### config.mk
export PLATFORM = sky130hd
export DESIGN_NAME = png_byte_streamer
export DESIGN_NICKNAME = d
export VERILOG_FILES = /design/src/rtl/png_stream_pkg.sv /design/src/rtl/png_word_slot.sv /design/src/rtl/png_byte_streamer.sv
export SDC_FILE = /design/constraint.sdc
export NUM_CORES = 2
export LEC_CHECK = 0
export BUFFER_PORTS_ARGS = -buffer_cell sky130_fd_sc_hd__buf_2
export CAP_MARGIN = 20
export CORE_UTILIZATION = 55
export DETAILED_ROUTE_END_ITERATION = 16
export MAX_ROUTING_LAYER = met4
export PLACE_DENSITY = 0.76
export SYNTH_ARGS = -nofsm -noshare
export SYNTH_HDL_FRONTEND = slang
export SYNTH_SLANG_ARGS = --single-unit
### constraint.sdc
create_clock -name clk -period 4.47 [get_ports clk]
set_input_delay 0.6705 -clock clk [delete_from_list [all_inputs] [get_ports clk]]
set_output_delay 0.6705 -clock clk [all_outputs]
set_load 0.01 [all_outputs]
### src/rtl/png_stream_pkg.sv
// png_stream_pkg
// Shared definitions for the PNG byte streamer:
//   state_t          - streamer FSM states (IDLE / START / STREAM)
//   ORDER_*          - encodings for the MSB_FIRST byte-order parameter
//   nb_width()       - width of a byte-count field able to hold DATA_W/8
package png_stream_pkg;

    typedef enum logic [1:0] {
        ST_IDLE   = 2'd0,
        ST_START  = 2'd1,
        ST_STREAM = 2'd2
    } state_t;

    localparam bit ORDER_LSB_FIRST = 1'b0;
    localparam bit ORDER_MSB_FIRST = 1'b1;

    function automatic int nb_width(input int data_w);
        return $clog2(data_w / 8 + 1);
    endfunction

endpackage

### src/rtl/png_word_slot.sv
// png_word_slot
// One word storage entry (data, byte count, first flag, valid).
// Ports:
//   clk, rstn          clock, async active-low reset
//   load               capture d_* and mark the entry valid (wins over clear)
//   clear              mark the entry empty
//   d_data/d_nbytes/d_first   word to capture
//   data/nbytes/first/valid   stored entry
module png_word_slot #(
    parameter int DATA_W = 552,
    parameter int NB_W   = 7
) (
    input  logic              clk,
    input  logic              rstn,
    input  logic              load,
    input  logic              clear,
    input  logic [DATA_W-1:0] d_data,
    input  logic [NB_W-1:0]   d_nbytes,
    input  logic              d_first,
    output logic [DATA_W-1:0] data,
    output logic [NB_W-1:0]   nbytes,
    output logic              first,
    output logic              valid
);

    always_ff @(posedge clk or negedge rstn) begin
        if (!rstn) begin
            data   <= '0;
            nbytes <= '0;
            first  <= 1'b0;
            valid  <= 1'b0;
        end else if (load) begin
            data   <= d_data;
            nbytes <= d_nbytes;
            first  <= d_first;
            valid  <= 1'b1;
        end else if (clear) begin
            first  <= 1'b0;
            valid  <= 1'b0;
        end
    end

endmodule

### src/rtl/png_byte_streamer.sv
// png_byte_streamer
// Serialises DATA_W-bit words into the PNG decoder byte interface.
// A two-slot buffer (active + pending) keeps bytes flowing across word
// boundaries; a word flagged s_first is preceded by a one-cycle o_start.
// Ports:
//   clk, rstn                          clock, async active-low reset
//   s_valid/s_ready/s_data/s_nbytes/s_first   word input (valid/ready)
//   o_start/o_valid/o_ready/o_byte     byte output to decoder
//   busy                               a word is held in either slot
//   bytes_sent                         running count of byte handshakes
module png_byte_streamer
    import png_stream_pkg::*;
#(
    parameter int  DATA_W    = 552,
    parameter bit  MSB_FIRST = 1'b0,
    localparam int NB_W      = nb_width(DATA_W)
) (
    input  logic              clk,
    input  logic              rstn,
    input  logic              s_valid,
    output logic              s_ready,
    input  logic [DATA_W-1:0] s_data,
    input  logic [NB_W-1:0]   s_nbytes,
    input  logic              s_first,
    output logic              o_start,
    output logic              o_valid,
    input  logic              o_ready,
    output logic [7:0]        o_byte,
    output logic              busy,
    output logic [31:0]       bytes_sent
);

    localparam int              NBYTES_MAX = DATA_W / 8;
    localparam logic [NB_W-1:0] NB_MAX     = NB_W'(NBYTES_MAX);
    localparam int              BIT_W      = $clog2(DATA_W);

    state_t            state;
    logic [NB_W-1:0]   idx;

    logic [DATA_W-1:0] act_data;
    logic [NB_W-1:0]   act_nbytes;
    logic              act_first;
    logic              act_valid;
    logic [DATA_W-1:0] pend_data;
    logic [NB_W-1:0]   pend_nbytes;
    logic              pend_first;
    logic              pend_v;

    logic [NB_W-1:0]   in_nbytes;
    logic              accept;
    logic              handshake;
    logic              last_byte;
    logic              release_act;
    logic              act_from_pend;
    logic              act_from_in;
    logic              pend_load;
    logic              act_clear;
    logic [DATA_W-1:0] act_d_data;
    logic [NB_W-1:0]   act_d_nbytes;
    logic              act_d_first;
    logic [BIT_W-1:0]  bit_lo;

    // Out-of-range counts mean "full word".
    assign in_nbytes = ((s_nbytes == '0) || (s_nbytes > NB_MAX)) ? NB_MAX : s_nbytes;

    // s_ready only looks at the pending flag, so o_ready never reaches it.
    assign s_ready     = !pend_v;
    assign accept      = s_valid && s_ready;
    assign handshake   = o_valid && o_ready;
    assign last_byte   = (idx == (act_nbytes - NB_W'(1)));
    assign release_act = handshake && last_byte;

    // pend_v blocks accept, so the two active-load sources never collide.
    assign act_from_pend = release_act && pend_v;
    assign act_from_in   = accept && ((state == ST_IDLE) || release_act);
    assign pend_load     = accept && !((state == ST_IDLE) || release_act);
    assign act_clear     = release_act && !pend_v && !accept;

    assign act_d_data   = act_from_pend ? pend_data   : s_data;
    assign act_d_nbytes = act_from_pend ? pend_nbytes : in_nbytes;
    assign act_d_first  = act_from_pend ? pend_first  : s_first;

    png_word_slot #(.DATA_W(DATA_W), .NB_W(NB_W)) u_active (
        .clk      (clk),
        .rstn     (rstn),
        .load     (act_from_pend || act_from_in),
        .clear    (act_clear),
        .d_data   (act_d_data),
        .d_nbytes (act_d_nbytes),
        .d_first  (act_d_first),
        .data     (act_data),
        .nbytes   (act_nbytes),
        .first    (act_first),
        .valid    (act_valid)
    );

    png_word_slot #(.DATA_W(DATA_W), .NB_W(NB_W)) u_pending (
        .clk      (clk),
        .rstn     (rstn),
        .load     (pend_load),
        .clear    (act_from_pend),
        .d_data   (s_data),
        .d_nbytes (in_nbytes),
        .d_first  (s_first),
        .data     (pend_data),
        .nbytes   (pend_nbytes),
        .first    (pend_first),
        .valid    (pend_v)
    );

    always_ff @(posedge clk or negedge rstn) begin
        if (!rstn) begin
            state      <= ST_IDLE;
            idx        <= '0;
            o_valid    <= 1'b0;
            bytes_sent <= '0;
        end else begin
            if (handshake) begin
                bytes_sent <= bytes_sent + 32'd1;
            end
            case (state)
                ST_IDLE: begin
                    if (accept) begin
                        idx     <= '0;
                        state   <= s_first ? ST_START : ST_STREAM;
                        o_valid <= !s_first;
                    end
                end
                ST_START: begin
                    state   <= ST_STREAM;
                    o_valid <= 1'b1;
                end
                ST_STREAM: begin
                    if (handshake) begin
                        if (last_byte) begin
                            idx <= '0;
                            if (pend_v) begin
                                state   <= pend_first ? ST_START : ST_STREAM;
                                o_valid <= !pend_first;
                            end else if (accept) begin
                                state   <= s_first ? ST_START : ST_STREAM;
                                o_valid <= !s_first;
                            end else begin
                                state   <= ST_IDLE;
                                o_valid <= 1'b0;
                            end
                        end else begin
                            idx <= idx + NB_W'(1);
                        end
                    end
                end
                default: begin
                    state   <= ST_IDLE;
                    o_valid <= 1'b0;
                end
            endcase
        end
    end

    // START is only entered for a word whose first flag is set; the AND
    // keeps the pulse tied to the word actually held.
    assign o_start = (state == ST_START) && act_first;

    always_comb begin
        if (MSB_FIRST == ORDER_MSB_FIRST) begin
            bit_lo = BIT_W'(DATA_W - 8 - 8 * int'(idx));
        end else begin
            bit_lo = BIT_W'(8 * int'(idx));
        end
    end

    assign o_byte = o_valid ? act_data[bit_lo +: 8] : 8'h00;
    assign busy   = (state != ST_IDLE) || act_valid || pend_v;

endmodule

==> results_dict.tcl <==
set metrics [dict create \
    async_flop_share_pct 100 \
    endpoint_kind "output pin" \
    timing.hold.ws_ns 0.0397 \
    cts_tree "done" \
    ios 608 \
    area_growth_pct 15.9 \
    grt_pass1_vias 34400 \
    first_iter_violations 1873 \
    cts_root_buffer "clkbuf_16" \
    gp_congestion 0.862 \
    die_y_microns 318 \
    finalSetupViolCount 0 \
    cp_cell_sequence "buf_4, buf_4, mux4_2, mux2i_1, a32oi_1, o211ai_1, o211ai_1, buf_2" \
    critPathBufInv 3 \
    fin_ws_ns 0.0917 \
    grt_util_all_layers_pct 29.1 \
    grt_first_pass_wirelength_microns 216000 \
    antenna_found_initial 96 \
    required_ns 3.80 \
    synth_fp_nets 4128 \
    final_area_sq_um 63600 \
    maxCapViolations 0 \
    clk_path_buf_depth 3 \
    yosysMostFrequentCell "mux2_2" \
    drc_errors 0 \
    cts_hold_buffers 0 \
    netlist.area_leader.share_pct 53.0 \
    nets 4708 \
    p_per_area_nw_per_um2 676 \
    start_util_pct 55.7 \
    vdd_ir_drop_max_uv 359 \
    die_w_microns 318 \
    status "finished, final reports clean" \
    ys_types 53 \
    dp_cells 5299 \
    leakage_nw 27.6 \
    synth.largest_area_cell "dfrtp_1" \
    dp_hpwl_microns 99400 \
    yosys-top-cells-area "dfrtp_1 53%, mux2_2 28%, mux2_1 6.2%" \
    layout-drive-gt1-share_pct 57.3 \
    cp_top_family "buffers and inverters" \
    cts_made_buffers 121 \
    ant_nets 0 \
    startpoint_type "flop" \
    dieArea_sq_um 101000 \
    syn_inst 3561 \
    viasPerCell 5.81 \
    cp_slowest_stage_delay_ns 0.67 \
    hold_viol 0 \
    numPortBuffers 607 \
    core_sq_um 98600 \
    rows 115 \
    drtPass1Iterations 5 \
    clock.fmax_mhz 228 \
    path_max_fanout 15 \
    h-tree-depth 3 \
    preCtsSetupSlack_ns 0.591 \
    wirelength_microns 141000 \
    layoutNonFillerInstCount 5602 \
    syn-mean-instance-area_sq_um 15.4 \
    worst_hold_path_type "in2async" \
    wl_per_cell_microns 25.2 \
    skew_ns 0.0258 \
    synth_top_flop_cell "dfrtp_1" \
    clk_pin_slew_worst_paths_ns 0.06 \
    grt_max_degree 107 \
    netlist_top_cells_count "1374 x mux2_2, 1163 x dfrtp_1, 300 x mux2_1" \
    synth_area_sq_um 54900 \
    vias 32600 \
    yosysWarnings 0 \
    yosysSeqAreaShare_pct 53.0 \
    fin_crit_ns 4.38 \
    crit_slowest_cell "dfrtp_4" \
    ys_ff_latch 1163 \
    clock_sinks 1163 \
    synth_edf_count 0 \
    tightest_slew_ns 0.893 \
    slew_headroom_pct 40.4 \
    drv_slew 0 \
    post-route-period-util_pct 97.9 \
    crit_type "reg2out" \
    crit_arrival_ns 3.71 \
    place_area_sq_um 59200 \
    grt_overflow 0 \
    clk_latency_ns 0.70 \
]
## final cells by class
class / count / area, sq um
Fill cell: 7189 / 34900
Sequential cell: 1163 / 29100
Multi-Input combinational cell: 2143 / 24300
Timing Repair Buffer: 698 / 4160
Clock buffer: 180 / 3550
Tap cell: 1287 / 1610
Clock inverter: 40 / 603
Antenna cell: 77 / 193
Inverter: 14 / 53.8
## metal layers
metal / wire, microns / track usage (%) / vias to the layer above / part of all wire [%]
li1: - / - / 14400 / -
met3: 9340 / 6.95 / 190 / 6.6
met5: 0 / - / - / 0
met4: 3500 / 8.48 / 0 / 2.5
met2: 67600 / 44.9 / 767 / 48
met1: 60600 / 38.5 / 17200 / 43
## power by group
part	switching (mW)	leakage [nW]	internal [mW]
clock	4.18	2.03	6.32
combinational	5.88	11.5	8.11
sequential	2.83	14.1	15.7
## flip-flops by register name, summed over array words and instances, names as in the netlist
register,flops
bytes_sent,32
u_active.first,1
idx,7
u_active.valid,1
state,1
u_pending.data,552
u_active.nbytes,7
o_valid,1
u_active.data,552
u_pending.valid,1
u_pending.first,1
u_pending.nbytes,7
## cells by family after synthesis
| logic type | share of synthesized area [%] |
|---|---|
| XOR/XNOR | 0.606 |
| flip-flops | 53.0 |
| multiplexers | 41.1 |
| AO/OA/AOI/OAI | 1.06 |
| adder cells (fa/ha/maj) | 0.0684 |
| buffers and inverters | 2.71 |
| AND/OR/NAND/NOR | 1.45 |
## final timing paths
| check | endpoint | from | slack (ns) | cells past startpoint |
|---|---|---|---|---|
| worst max register to register | u_active.data[283]$_DFFE_PN0P_ | u_active.nbytes[0]$_DFFE_PN0P_ | 0.68 | 10 |
| worst min-delay path | u_pending.data[155]$_DFFE_PN0P_ | rstn | 0.04 | 1 |
| min in group clk | u_pending.data[310]$_DFFE_PN0P_ | s_data[310] | 0.21 | 2 |
| worst min register to register | u_active.valid$_DFFE_PN0P_ | u_active.valid$_DFFE_PN0P_ | 0.47 | 1 |
| max in group asynchronous | u_pending.data[230]$_DFFE_PN0P_ | rstn | 3.16 | 2 |
| worst max-delay path | o_byte[4] | idx[1]$_DFFE_PN0P_ | 0.09 | 8 |
## what timing repair did
action | CTS | global route
endpoints found under the setup margin | 6 | 3
gates resized for setup | 1 | 3
setup buffers | 6 | 0
## worst reg2reg max path, cell delays in order, from the launching register on
cell and delay, ns:
dfrtp_1 0.43, inv_1 0.09, ha_1 0.26, nor2b_1 0.16
or3_1 0.36, a311oi_2 0.46, nand4_1 0.34, buf_12 0.33
buf_4 0.52, mux2_1 0.44, mux2_2 0.27
## through the flow
stage	setup TNS [ns]	utilization [%]	total power, mW
after floorplan	0	-	27.9
after global placement	0	60.1	31.9
after detailed placement	0	60.1	32.6
after CTS	0	64.3	43.3
after global routing	-0.00439	64.5	45.2
final	0	64.5	43.0
## cells in the final DEF (no fill, tap or decap), types with 12 or more instances in the layout
master	instances
mux2i_1	35
nor2_1	31
diode_2	77
nand2_1	56
inv_1	13
nand3_1	21
clkinv_2	17
buf_4	55
dfrtp_1	1159
mux4_2	148
clkbuf_1	29
buf_12	34
mux2_2	1374
buf_2	606
clkbuf_8	30
clkbuf_16	121
bufinv_16	15
xnor2_1	28
mux2_1	300
o211ai_1	12
No activity file was read; power rests on OpenSTA's default activity.
